### src/rtl/grover_iter_ctrl.sv
// -----------------------------------------------------------------------------
// grover_iter_ctrl
//
// Sequencer for a complete Grover search over NUM_SAMPLE = 2^NUM_BIT signed
// Q1.6 amplitudes kept in an internal register file. A start request sets up a
// uniform superposition. The block then runs num_iter iterations. Each
// iteration is an oracle phase flip of the target amplitude followed by
// diffusion (inversion about the mean). A one-cycle done pulse marks the end of
// the run.
//
// Ports:
//   clk       in   rising-edge clock
//   rst_n     in   asynchronous active-low reset
//   start     in   run request, only honoured in IDLE
//   target    in   marked index, latched when start is accepted
//   num_iter  in   iteration count, latched when start is accepted
//   busy      out  high in every state except IDLE
//   done      out  one-cycle pulse in the DONE state
//   iter_cnt  out  number of completed iterations
//   rd_addr   in   read index
//   rd_data   out  amp[rd_addr], combinational
// -----------------------------------------------------------------------------
module grover_iter_ctrl #(
  parameter int unsigned NUM_BIT  = 3,
  parameter int unsigned AMP_W    = 8,
  parameter int unsigned ITER_W   = 4,
  parameter int          INIT_AMP = 23
) (
  input  logic                    clk,
  input  logic                    rst_n,
  input  logic                    start,
  input  logic [NUM_BIT-1:0]      target,
  input  logic [ITER_W-1:0]       num_iter,
  output logic                    busy,
  output logic                    done,
  output logic [ITER_W-1:0]       iter_cnt,
  input  logic [NUM_BIT-1:0]      rd_addr,
  output logic signed [AMP_W-1:0] rd_data
);

  localparam int unsigned NUM_SAMPLE = 1 << NUM_BIT;
  // Wide enough to hold the sum of NUM_SAMPLE amplitudes without overflow.
  localparam int unsigned SUM_W      = AMP_W + NUM_BIT;
  // Two guard bits for 2*mean - amp and for negating the most negative value.
  localparam int unsigned EXT_W      = AMP_W + 2;

  localparam logic [2:0] StIdle  = 3'd0;
  localparam logic [2:0] StInit  = 3'd1;
  localparam logic [2:0] StPhase = 3'd2;
  localparam logic [2:0] StSum   = 3'd3;
  localparam logic [2:0] StMean  = 3'd4;
  localparam logic [2:0] StDiff  = 3'd5;
  localparam logic [2:0] StDone  = 3'd6;

  // Clamp an EXT_W-bit signed value into the AMP_W-bit signed range. The value
  // fits when the top three bits (the sign and both guard bits) all agree.
  function automatic logic [AMP_W-1:0] sat(input logic [EXT_W-1:0] v);
    logic [2:0] top;
    top = v[EXT_W-1 -: 3];
    if (top == 3'b000 || top == 3'b111) begin
      sat = v[AMP_W-1:0];
    end else if (v[EXT_W-1]) begin
      sat = {1'b1, {(AMP_W-1){1'b0}}};
    end else begin
      sat = {1'b0, {(AMP_W-1){1'b1}}};
    end
  endfunction

  // ---------------------------------------------------------------------------
  // State
  // ---------------------------------------------------------------------------
  logic [2:0]              state_q, state_d;
  logic signed [AMP_W-1:0] amp_q [NUM_SAMPLE];
  logic signed [AMP_W-1:0] amp_d [NUM_SAMPLE];
  logic [NUM_BIT-1:0]      idx_q, idx_d;
  logic signed [SUM_W-1:0] sum_q, sum_d;
  logic signed [AMP_W-1:0] mean_q, mean_d;
  logic [ITER_W-1:0]       iter_cnt_q, iter_cnt_d;
  logic [NUM_BIT-1:0]      target_q, target_d;
  logic [ITER_W-1:0]       num_iter_q, num_iter_d;

  // Datapath temporaries
  logic [AMP_W-1:0]        cur_amp;
  logic [AMP_W-1:0]        tgt_amp;
  logic [EXT_W-1:0]        phase_val;
  logic [EXT_W-1:0]        diff_val;
  logic [ITER_W-1:0]       iter_next;

  always_comb begin
    cur_amp   = amp_q[idx_q];
    tgt_amp   = amp_q[target_q];
    // Negate in the extended width so that -(-128) becomes +128 before clamping.
    phase_val = -{{2{tgt_amp[AMP_W-1]}}, tgt_amp};
    // 2*mean - amp, computed without loss and then clamped.
    diff_val  = {mean_q[AMP_W-1], mean_q, 1'b0} - {{2{cur_amp[AMP_W-1]}}, cur_amp};
    iter_next = iter_cnt_q + ITER_W'(1);
  end

  // ---------------------------------------------------------------------------
  // Next-state logic
  // ---------------------------------------------------------------------------
  always_comb begin
    state_d    = state_q;
    amp_d      = amp_q;
    idx_d      = idx_q;
    sum_d      = sum_q;
    mean_d     = mean_q;
    iter_cnt_d = iter_cnt_q;
    target_d   = target_q;
    num_iter_d = num_iter_q;

    case (state_q)
      StIdle: begin
        if (start) begin
          target_d   = target;
          num_iter_d = num_iter;
          state_d    = StInit;
        end
      end

      StInit: begin
        for (int i = 0; i < NUM_SAMPLE; i++) begin
          amp_d[i] = AMP_W'(INIT_AMP);
        end
        iter_cnt_d = '0;
        idx_d      = '0;
        state_d    = (num_iter_q == '0) ? StDone : StPhase;
      end

      StPhase: begin
        amp_d[target_q] = sat(phase_val);
        // The accumulator is cleared here because SUM is only entered from PHASE.
        sum_d           = '0;
        idx_d           = '0;
        state_d         = StSum;
      end

      StSum: begin
        sum_d = sum_q + {{NUM_BIT{cur_amp[AMP_W-1]}}, cur_amp};
        idx_d = idx_q + NUM_BIT'(1);
        if (idx_q == '1) begin
          state_d = StMean;
        end
      end

      StMean: begin
        // Arithmetic shift floors toward -inf. The result always fits in AMP_W
        // bits because it is the mean of AMP_W-bit values.
        mean_d  = AMP_W'(sum_q >>> NUM_BIT);
        idx_d   = '0;
        state_d = StDiff;
      end

      StDiff: begin
        amp_d[idx_q] = sat(diff_val);
        idx_d        = idx_q + NUM_BIT'(1);
        if (idx_q == '1) begin
          iter_cnt_d = iter_next;
          state_d    = (iter_next == num_iter_q) ? StDone : StPhase;
        end
      end

      StDone: begin
        state_d = StIdle;
      end

      default: begin
        state_d = StIdle;
      end
    endcase
  end

  // ---------------------------------------------------------------------------
  // Registers
  // ---------------------------------------------------------------------------
  always_ff @(posedge clk or negedge rst_n) begin
    if (!rst_n) begin
      state_q    <= StIdle;
      idx_q      <= '0;
      sum_q      <= '0;
      mean_q     <= '0;
      iter_cnt_q <= '0;
      target_q   <= '0;
      num_iter_q <= '0;
      for (int i = 0; i < NUM_SAMPLE; i++) begin
        amp_q[i] <= '0;
      end
    end else begin
      state_q    <= state_d;
      idx_q      <= idx_d;
      sum_q      <= sum_d;
      mean_q     <= mean_d;
      iter_cnt_q <= iter_cnt_d;
      target_q   <= target_d;
      num_iter_q <= num_iter_d;
      for (int i = 0; i < NUM_SAMPLE; i++) begin
        amp_q[i] <= amp_d[i];
      end
    end
  end

  // ---------------------------------------------------------------------------
  // Outputs
  // ---------------------------------------------------------------------------
  assign busy     = (state_q != StIdle);
  assign done     = (state_q == StDone);
  assign iter_cnt = iter_cnt_q;
  assign rd_data  = amp_q[rd_addr];

endmodule

### config.mk
export PLATFORM = sky130hd
export DESIGN_NAME = grover_iter_ctrl
export DESIGN_NICKNAME = d
export VERILOG_FILES = /design/src/rtl/grover_iter_ctrl.sv
export SDC_FILE = /design/constraint.sdc
export NUM_CORES = 1
export LEC_CHECK = 0
export ABC_CLOCK_PERIOD_IN_PS = 6800
export CAP_MARGIN = 10
export CORE_MARGIN = 4
export CORE_UTILIZATION = 40
export CTS_CLUSTER_DIAMETER = 60
export DETAILED_ROUTE_END_ITERATION = 10
export PLACE_DENSITY_LB_ADDON = 0.12
export SLEW_MARGIN = 30
export SYNTH_ARGS = -nofsm -noshare
export SYNTH_HDL_FRONTEND = slang
export SYNTH_SLANG_ARGS = --single-unit
### constraint.sdc
create_clock -name clk -period 6.8 [get_ports clk]
set_clock_uncertainty 0.05 [all_clocks]
set_input_delay 1.36 -clock clk [delete_from_list [all_inputs] [get_ports clk]]
set_output_delay 1.36 -clock clk [all_outputs]
set_load 0.005 [all_outputs]
-- Yosys cells after proc, flatten, opt, wreduce, memory -nomap -nowiden
Cells that the tools add are included.
- register bits: 100
- output and inout port bits: 14
- word-level logic and storage cells: 91
- add/sub/neg operators: 5
- magnitude comparators: 5
- equal/unequal tests: 13
- mux-type cells: 32
- bitwise logic cells: 3
- reduce and logical (&&, ||, !) cells: 18
- operator list (cell ; count):
    case mux 64 bit (3 select lines) ; 1
    bitwise mux 64 bit ; 2
    2-to-1 mux 8 bit ; 14
    binary-select mux 8 bit (select 3 bit) ; 3
    demux 8 bit (select 3 bit) ; 2
    case mux 11 bit (2 select lines) ; 1
    equality test 3 bit, second input constant ; 6
    case mux 3 bit (6 select lines) ; 1
    2-to-1 mux 3 bit ; 5
    greater-or-equal comparator 4 bit, second input constant ; 3
    NOT 3 -> 4 bit ; 3
    adder 11 bit ; 1
    negator 10 bit ; 1
    subtractor 9 x 8 -> 10 bit ; 1
    zero test 3 bit ; 3
    < comparator 4 x 1 -> 1 bit, second input constant ; 2
    case mux 4 bit (2 select lines) ; 1
    equality test 3 x 2 -> 1 bit, second input constant ; 2
    != test 2 bit, second input constant ; 3
    case mux 3 bit (2 select lines) ; 1
    nonzero test 2 bit ; 3
    nonzero test 3 bit ; 2
    adder 4 x 1 -> 4 bit, second input constant ; 1
    equality test 4 bit ; 1
    10 further kinds ; 13

-- Longest topological paths before layout
- word-level depth: 11
- depth in mapped cells: 19

-- Least setup slack after synthesis
No wires, ideal clock.
- path type: in2out
- start point: input rd_addr[0]
- end point: output rd_data[0]
- arrival: 3.111 ns
- slack: 2.279 ns
- stages: 4
- buffers on the path: 2
- path through: clkbuf_1 > buf_1 > mux4_2 > mux2_2
- longest elaborated chain between the ends: 4
- ends and longest elaborated chain (what ; RTL line ; source):
    start: declaration ; 37 ; input logic [NUM_BIT-1:0] rd_addr,
    NOT 3 -> 4 bit (not written as such) ; 208 ; assign rd_data = amp_q[rd_addr];
    binary-select mux 8 bit (select 3 bit) ; 208 ;
    2-to-1 mux 8 bit (not written as such) (2 in series) ; 208 ;
    end: declaration ; 38 ; output logic signed [AMP_W-1:0] rd_data
Every way passes these cells. The select of a mux whose other input is x is not followed.

-- Worst setup path in the final report
- start point: register idx_q[0]
- end point: register amp_q[18] (netlist bit)
- longest elaborated chain between the ends: 11
- elaborated cells on any way between the ends: 18
- ends and longest elaborated chain (what ; RTL line ; source):
    start: declaration ; 75 ; logic [NUM_BIT-1:0] idx_q, idx_d;
    start signal: assignment ; 190 ; idx_q <= idx_d;
    NOT 3 -> 4 bit (not written as such) (*) ; 90, 155 ;
    binary-select mux 8 bit (select 3 bit) ; 90 ; cur_amp = amp_q[idx_q];
    2-to-1 mux 8 bit (not written as such) (2 in series) ; 90 ;
    subtractor 9 x 8 -> 10 bit ; 95 ; diff_val = {mean_q[AMP_W-1], mean_q, 1'b0} - {{2{cur_amp[AMP_W-1]}}, cur_amp};
    equality test 3 bit or zero test 3 bit (tied branches) ; 60 ; if (top == 3'b000 || top == 3'b111) begin
    logical OR 1 bit ; 60 ;
    2-to-1 mux 8 bit ; 60 ;
    2-to-1 mux 8 bit ; 112 ; case (state_q)
    bitwise mux 64 bit (*) ; 155 ; amp_d[idx_q] = sat(diff_val);
    case mux 64 bit (3 select lines) (*) ; 112 ;
    end signal: indexed assignment ; 197 ; amp_q[i] <= amp_d[i];
    end: declaration ; 73 ; logic signed [AMP_W-1:0] amp_q [NUM_SAMPLE];
Mark *: on every way between the ends. The rest lies on a longest branch, timed or not. The select of a mux whose other input is x is not followed.
A chain may end at the register's enable or synchronous reset.

==> summary.md <==
| Metric | Value |
|---|---|
| Status | finished, final reports clean |
| Via/cell ratio | 6.61 |
| DRC Markers | 0 |
| Cell count after synthesis | 811 |
| Global-route wire length before repair | 42.2 mm |
| Routed WL | 27.4 mm |
| Synth-to-layout area growth | 9.74% |
| Asr flop ratio synth | 100% |
| Clk pin slew, worst setup/hold paths | 0.08 ns |
| Remaining global-route overflow | 0 |
| EDFF count, synth | 0 |
| Clock latency on the worst-skew pair | 0.36 ns |
| Crit-path max FO | 22 |
| Area of the multi-input gates | 4710 um^2 |
| Average size of a mapped cell | 9.27 um^2 |
| Worst Path Arrival | 6.03 ns |
| Dpl cells | 1025 |
| Place WS | 1.04 ns |
| Core Box Area | 18200 um^2 |
| I/O pin count | 27 |
| Peak supply drop | 0.000296 V |
| Distinct cell type count after synthesis | 81 |
| Fin area | 8250 um^2 |
| Die Ht | 145 um |
| CTS tree | done |
| Synthesis-stage register bit count | 100 |
| RSZ-0062 raised after global routing | no |
| Vias | 6883 |
| Type of the worst min-delay path | flop to flop |
| Total global-route track usage | 25.6% |
| Total power | 4.47 mW |
| Syn nets | 848 |
| Drt wl/cell | 26.3 um |
| H-Tree Depth | 3 |
| PortBufs | 26 |
| Final Util | 45.3% |
| Post-synth top area cell | dfrtp_1 |
| Max Cap Violations | 0 |
| Worst path required time | 7.03 ns |
| Post-detailed-placement half-perimeter wirelength | 20.8 mm |
| Synth Warn # | 0 |
| Final period util | 85.2% |
| Top post-synthesis cells by area | dfrtp_1 33%, mux4_2 6.3%, mux2_2 4.2%, nand2_1 3.8%, ha_1 3.7% |
| CP Capture Type | flop |
| Post-cts sizing count | 0 |
| Diodes inserted | 0 |
| Effective utilization at floorplan | 41.3% |
| Total die area | 21000 um^2 |
| Placer Congestion | 0.962 |
| Pleak | 3.08 nW |
| Crit path kind | flop to flop |
| Hold_ws | 0.451 ns |
| Slew @ Worst Pin | 0.998 ns |
| Startpoint class of the critical path | flop |
| Slew headroom | 33.2% |
| Clock Sinks | 100 |
| Setup TNS | 0 ns |
| Crit path time final | 5.80 ns |
| Initial antenna violation count | 0 |
| Die width | 145 um |
| Final #Nets | 844 |
| Fillers | 1759 |
| Ys flop type | dfrtp_1 |
| Largest net degree at the start of global routing | 73 |
| Yosys top cell area share | 33.3% |
| Max Slew Vio Count | 0 |
| Root Buffer Master | clkbuf_16 |
| Final setup vio count | 0 |
| Non-Filler Instances | 1041 |
| Clock Path Buffers | 2 |
| Setup Buffers After CTS | 0 |
| Area of the mapped netlist | 7520 um^2 |
| FF/Latch Area | 2500 um^2 |
| TritonCTS Buffers | 9 |
| F_max | 173 MHz |
| Hold-fix buffers, CTS | 0 |
| Part of the Yosys area used for sequential elements | 33.3% |
| Setup WS post-layout | 1.00 ns |
| Routed Antenna Nets | 0 |
| Final Hold Fails | 0 |
| DR iter-0 viols | 634 |
| Post-Place Cell Area | 7910 um^2 |
| Vias in the first global route | 6936 |
| DRT Pass-1 Iters | 5 |
| Rows | 49 |
| Layout cells sized above 1 | 12.7% |
| Pwr dens | 542 nW/um^2 |
-- layout make-up --
cell class	instances	area share, %
repair buffers	33	3.75
flip-flops and latches	100	30.3
multi-input cells	634	57.1
clock buffers	9	2.73
inverters	29	1.32
clock inverters	7	1.30
well taps	229	3.47
-- layout by cell type (no fill, tap or decap), drive strengths merged, types with 9 or more instances in the layout --
master / count
dfrtp: 100
nand2: 77
nor2: 68
a21oi: 48
o21ai: 40
mux2: 31
inv: 31
a22oi: 30
o22ai: 24
clkdlybuf4s50: 24
a31oi: 22
ha: 22
mux4: 21
mux2i: 20
nand3: 19
o311ai: 18
xnor2: 15
o211ai: 12
and2: 10
nor2b: 9
and3: 9
a22o: 9
or2: 9
clkbuf: 9
o221a: 9
buf: 9
-- worst max-delay path: stages (launching register included) --
cell	delay (ns)
dfrtp_1	0.86
nor2b_1	0.24
and2_1	0.34
nand2_1	0.11
o21ai_0	0.07
a2111oi_1	0.80
inv_1	0.26
fa_1	0.49
nor2b_1	0.15
o21ai_0	0.11
a21boi_0	0.40
o21a_1	0.24
nor3_1	0.09
a2111oi_4	0.87
o311ai_2	0.38
a21oi_1	0.23
-- flip-flops by register name (all words and copies together) (netlist names) --
register,flops
amp_q,64
idx_q,3
sum_q,11
num_iter_q,4
state_q,3
mean_q,8
iter_cnt,4
target_q,3
-- report_power, final --
| group | switching (mW) | internal, mW | total, mW | leakage, nW |
|---|---|---|---|---|
| Sequential | 0.285 | 0.789 | 1.07 | 1.19 |
| Combinational | 1.83 | 0.965 | 2.80 | 1.73 |
| Clock | 0.268 | 0.331 | 0.599 | 0.160 |
| Total | 2.39 | 2.08 | 4.47 | 3.08 |
-- cells in the mapped netlist, types with 5 or more instances --
cell type / count
o221ai_1: 5
or2_2: 9
buf_1: 9
clkbuf_1: 25
ha_1: 22
a22oi_1: 29
nand2_1: 77
nor2_1: 66
buf_2: 11
o21a_1: 5
mux2_2: 28
a31oi_1: 22
a211oi_1: 7
and3_1: 9
nor2b_1: 9
xor2_1: 6
o211ai_1: 11
inv_1: 27
o221a_1: 8
nand2b_1: 8
xnor2_1: 15
mux2i_1: 20
dfrtp_1: 100
nor3_1: 7
a221oi_1: 5
o22ai_1: 24
a22o_1: 9
a311o_1: 5
nand3_1: 19
a21oi_1: 45
a221o_1: 6
o21ai_0: 36
and2_1: 10
mux4_2: 21
o311ai_1: 16
-- cell families after synthesis --
logic type | after synthesis | share of synthesized area [%]
xor+xnor | 21 | 2.45
compound gates | 280 | 27.1
buf+inv | 77 | 4.28
simple gates | 237 | 15.1
fa+ha+maj | 24 | 4.19
mux | 72 | 13.6
flops | 100 | 33.3
-- layer usage --
| metal | vias up | wire [um] | global-route usage, % |
|---|---|---|---|
| li1 | 3121 | - | - |
| met1 | 3456 | 11800 | 33.7 |
| met2 | 260 | 13200 | 43.1 |
| met3 | 46 | 1830 | 4.93 |
| met4 | 0 | 611 | 7.45 |
| met5 | - | 0 | 0 |
-- path summary, 6_finish.rpt --
kind	start	end	slack [ns]	cells after the start
min in group asynchronous	rst_n	target_q[1]	0.88	1
max in group asynchronous	rst_n	mean_q[2]	4.78	2
setup reg to reg	idx_q[0]	amp_q[18]	1.00	15
setup / recovery	idx_q[0]	amp_q[18]	1.00	15
hold / removal	sum_q[0]	sum_q[0]	0.45	2
hold reg to reg	sum_q[0]	sum_q[0]	0.45	2
(Power assumes the default switching activity.)
==> variant 1, RTL diff (same flow settings) <==
Set the parameter `ITER_W` to 6 (it was 4).
--- a/src/rtl/grover_iter_ctrl.sv
+++ b/src/rtl/grover_iter_ctrl.sv
@@ -24,5 +24,5 @@
   parameter int unsigned NUM_BIT  = 3,
   parameter int unsigned AMP_W    = 8,
-  parameter int unsigned ITER_W   = 4,
+  parameter int unsigned ITER_W   = 6,
   parameter int          INIT_AMP = 23
 ) (
Ports: changed (resized iter_cnt and num_iter); port bits go from 27 to 31. No check against the original RTL was run, so the function may have changed too.
==> variant 1 against the unedited design <==
- routed wire length up 3.2%
- total power up 12%
- first-iteration DRC count up 51%
- design area up 6.5%
- utilization down 0.15 points
- sequential cell count up 4
- area after synthesis up 5.6%
- hold slack better by 0.0041 ns
- sequential power up 13%
- worst setup slack better by 0.73 ns
- global-route usage up 0.23 points
==> variant 1: results (changes against the unedited design) <==
TritonCTS Buffers=9 (unchanged); status=finished clean; M2 GR Usage=36.8% (-6.2 points); Resized Gates After CTS=0 (unchanged); synth unique cells=68 (-16%); Buffers on Ports=30 (+15%); placed wire-length estimate=19,900 µm (-4.2%); fillers=1,924 (+9.4%); hold endpoint=sum_q[2]; IR drop worst, VDD=0.286 mV (-3.6%); cell-internal power=0.00228 W (+9.2%); clock root buffer=clkbuf_16; Layout Nets=945 (+12%); Most used DFF post-synth=dfrtp_1; GR met3 Demand/Resource=5.96% (+1.0 points); layout cell share with drive strength beyond 1=11.7% (-0.94 points); syn nets=941 (+11%); clk_lat worst skew=0.37 ns; vias in the first global route=7,119 (+2.6%); sequential-to-total area share from yosys stat=32.8% (-0.50 points); yosys warns=0 (unchanged); share of synthesized area spent on multiplexers=12.0% (-1.6 points); initial DRC count=959 (+51%); cells on worst reg2reg path=13 (-2); hold_sp=sum_q[2]; worst-path fanout max=20 (-9.1%); top cells by count, synth=121 x nor2_1, 104 x dfrtp_1, 71 x nand2_1; worst hold path depth=2 (unchanged); Comb pwr share=64.4% (+1.8 points); Critical R2R Launch=idx_q[2]; Largest regs=amp_q x64, sum_q x11, mean_q x8; Reg2Reg Setup Slack=1.73 ns (+0.73 ns); static leakage power=3.37 nW (+9.6%); Synth Area in XOR/XNOR=2.76% (+0.31 points); largest net degree at the start of global routing=54 (-26%); WP data arrival=5.31 ns (-0.72 ns); Fin. Hold Viols=0 (unchanged); Seq power=0.00121 W (+13%); Adder-Cell Fraction of Synth Area=3.97% (-0.22 points); compound-gate portion of the synthesized area=25.5% (-1.7 points); Total GRT Usage=25.8% (+0.23 points); RD Place Congestion=0.966 (+0.36%); routed len/inst=24.0 µm (-8.6%); H-tree depth=3 (unchanged); first-pass GRT wire length=44,300 µm (+4.8%); synth top area cells=dfrtp_1 33%, mux4_2 6.8%, nor2_1 5.7%, a221oi_1 4.5%, a21oi_1 4.4%; DR pass1 iterations=5 (unchanged); total setup buffers inserted after CTS=0 (unchanged); Reg-to-Reg End=amp_q[19]; met1 Track Usage GR=38.8% (+5.0 points); Slew Limit Headroom=33.2% (about the same); vias per cell=6.59 (-0.34%); Worst Hold Class=reg -> reg
-- variant 1: per-layer routing --
layer / wire length, µm / vias to the layer above
li1: - / 3463
met1: 12700 / 3804
met2: 12100 / 434
met3: 2680 / 48
met4: 752 / 0
met5: 0 / -
-- variant 1: metrics by stage --
| stage | setup WS [ns] | power [W] | cells | cell area, µm² | hold slack (ns) |
|---|---|---|---|---|---|
| floorplan | 2.28 | 0.00338 | 902 | 7940 | 0.406 |
| global placement | 1.81 | 0.00433 | 1160 | 8480 | 0.422 |
| detailed placement | 1.79 | 0.00433 | 1160 | 8480 | 0.441 |
| CTS | 1.78 | 0.00492 | 1176 | 8790 | 0.454 |
| global route | 1.33 | 0.00534 | 1176 | 8790 | 0.473 |
| finish | 1.73 | 0.00499 | 1176 | 8790 | 0.455 |
-- variant 1: worst max path at each step --
stage               slack [ns]          to        from  depth (start not counted)
floorplan                 2.28  rd_data[1]  rd_addr[0]                          4
global placement          1.81  rd_data[7]  rd_addr[1]                          4
detailed placement        1.79  rd_data[6]  rd_addr[1]                          4
CTS                       1.78  rd_data[1]  rd_addr[1]                          4
global route              1.33   amp_q[27]    idx_q[0]                         12
finish                    1.73   amp_q[19]    idx_q[2]                         13
-- variant 1: final cells by class --
cell class | instances | share of cell area (%)
repair buffers | 50 | 5.10
inverters | 33 | 1.41
multi-input cells | 708 | 56.6
well taps | 265 | 3.77
clock inverters | 5 | 0.726
clock buffers | 11 | 2.76
flip-flops and latches | 104 | 29.6
-- variant 1: critical path, cell delays in order (launching register included) --
cell and delay (ns):
dfrtp_1 0.82, and3b_1 0.73, buf_4 0.26, a22oi_1 0.06, and4_1 0.27, ha_1 0.42
and4_1 0.24, nand4_1 0.15, o221ai_1 0.26, o22a_1 0.48, o31ai_4 0.19, o22ai_2 0.69
nor4_1 0.16, o22ai_1 0.18
==> variant 2, RTL diff (same flow settings) <==
Without the edit above. Register the inputs `start`, `target`, `num_iter` and `rd_addr` before use, with the module's reset. The logic sees them one clock later. Comments in the files are not updated.
--- a/src/rtl/grover_iter_ctrl.sv
+++ b/src/rtl/grover_iter_ctrl.sv
@@ -53,4 +53,23 @@
   localparam logic [2:0] StDone  = 3'd6;
 
+  logic start_q;
+  logic [NUM_BIT-1:0] target_r;
+  logic [ITER_W-1:0] num_iter_r;
+  logic [NUM_BIT-1:0] rd_addr_q;
+
+  always_ff @(posedge clk or negedge rst_n) begin
+    if (!rst_n) begin
+      start_q    <= '0;
+      target_r   <= '0;
+      num_iter_r <= '0;
+      rd_addr_q  <= '0;
+    end else begin
+      start_q    <= start;
+      target_r   <= target;
+      num_iter_r <= num_iter;
+      rd_addr_q  <= rd_addr;
+    end
+  end
+
   // Clamp an EXT_W-bit signed value into the AMP_W-bit signed range. The value
   // fits when the top three bits (the sign and both guard bits) all agree.
@@ -112,7 +131,7 @@
     case (state_q)
       StIdle: begin
-        if (start) begin
-          target_d   = target;
-          num_iter_d = num_iter;
+        if (start_q) begin
+          target_d   = target_r;
+          num_iter_d = num_iter_r;
           state_d    = StInit;
         end
@@ -206,5 +225,5 @@
   assign done     = (state_q == StDone);
   assign iter_cnt = iter_cnt_q;
-  assign rd_data  = amp_q[rd_addr];
+  assign rd_data  = amp_q[rd_addr_q];
 
 endmodule
Formal check against the unedited RTL: not equivalent (a bounded check fails within 4 cycles, from zero or initial values and one cycle with rst_n low).
==> variant 2 against the unedited design <==
- worst setup slack gained 0.74 ns
- utilization is 0.49 points lower
- via count rose by 14%
- sequential cell count up 11
- critical endpoint is now amp_q[6]
- design area increased by 9.9%
- synthesized cell count rose by 12%
- non-clock buffer count increased by 12
- area after synthesis increased by 9.8%
- total power up 3.1%
- routed wire length up 9.3%
==> variant 2: results (changes against the unedited design) <==
Hold Slack=0.406 ns (-0.0449 ns); area occupied by multi-input gates=5150 µm² (+9.4%); synth top area cells=dfrtp_1 34%, mux4_2 7.1%, nor2_1 5.0%, a221oi_1 4.2%, mux2_2 3.8%; vias in the first global route=7,345 (+5.9%); Reg2Reg Setup Slack=1.74 ns (+0.74 ns); synth unique cells=77 (-4.9%); CP max stage cell=a211oi_4; layout cell share with drive strength beyond 1=13.2% (+0.54 points); static leakage power=3.38 nW (+9.8%); sequential-to-total area share from yosys stat=33.7% (+0.37 points); Signal buf overhead=4.42% (+0.67 points); Gate Count Post-Synth=907 (+12%); syn nets=944 (+11%); CTS sink cnt=111 (+11%); status=finished clean; Slew Limit Headroom=32.0% (-1.2 points); placed insts=1,154 (+13%); worst-path fanout max=15 (-32%); top cells by count, synth=111 x dfrtp_1, 109 x nor2_1, 68 x nand2_1; WP data arrival=5.30 ns (-0.73 ns); Signal inverters=25 (-14%); H-tree depth=3 (unchanged); initial DRC count=1,045 (+65%); Reg-to-Reg End=amp_q[6]; largest net degree at the start of global routing=59 (-19%); cell area after placement=8750 µm² (+11%); dpl ws=1.85 ns (+0.805 ns); Buffers excl. clock=45 (+36%); Comb group=0.00281 W (about the same); Net Switching=0.00235 W (-1.4%); Worst Hold Class=reg -> reg; Seq power=0.00122 W (+14%); vias per cell=6.73 (+1.8%); comb_multi_in=703 (+11%); final instance area=9070 µm² (+9.9%); cell-internal power=0.00226 W (+8.3%); Seq/total area=30.6% (+0.31 points); clk_buf instances=11 (+2); cells on worst reg2reg path=13 (-2); Layout Nets=932 (+10%); vias=7,873 (+14%); fin crit share=74.4% (-11 points); first-pass GRT wire length=45,800 µm (+8.4%); Worst Setup SP=idx_q[1]; Worst path max stage delay=0.80 ns (-0.07 ns); Post-Syn Area=8250 µm² (+9.8%); Most used DFF post-synth=dfrtp_1; final wirelength=29,900 µm (+9.3%)
## variant 2: cell count changes in the layout (fill, tap and decap cells not counted), moves of 12 or more
cell / delta
buf_4: +13
nor2_1: +42
nor3_1: +16
o22ai_1: -16
mux2i_1: -14
o311ai_1: -16
a221oi_1: +35
nand4_1: +12
## variant 2: kinds of logic (layout without fill, tap and decap cells)
| family | Yosys count | in the layout | share of synthesized area [%] |
|---|---|---|---|
| compound gates | 296 | 296 | 25.8 |
| xor+xnor | 20 | 20 | 2.12 |
| fa+ha+maj | 24 | 24 | 3.82 |
| buf+inv | 93 | 86 | 4.52 |
| flops | 111 | 111 | 33.7 |
| mux | 63 | 63 | 12.4 |
| simple gates | 300 | 300 | 17.8 |
## variant 2: layer usage
metal / vias up / wire length [µm] / global-route usage [%]
li1: 3458 / - / -
met1: 3858 / 12700 / 38.2
met2: 475 / 12900 / 38.6
met3: 82 / 3030 / 5.56
met4: 0 / 1240 / 10.6
met5: - / 0 / 0
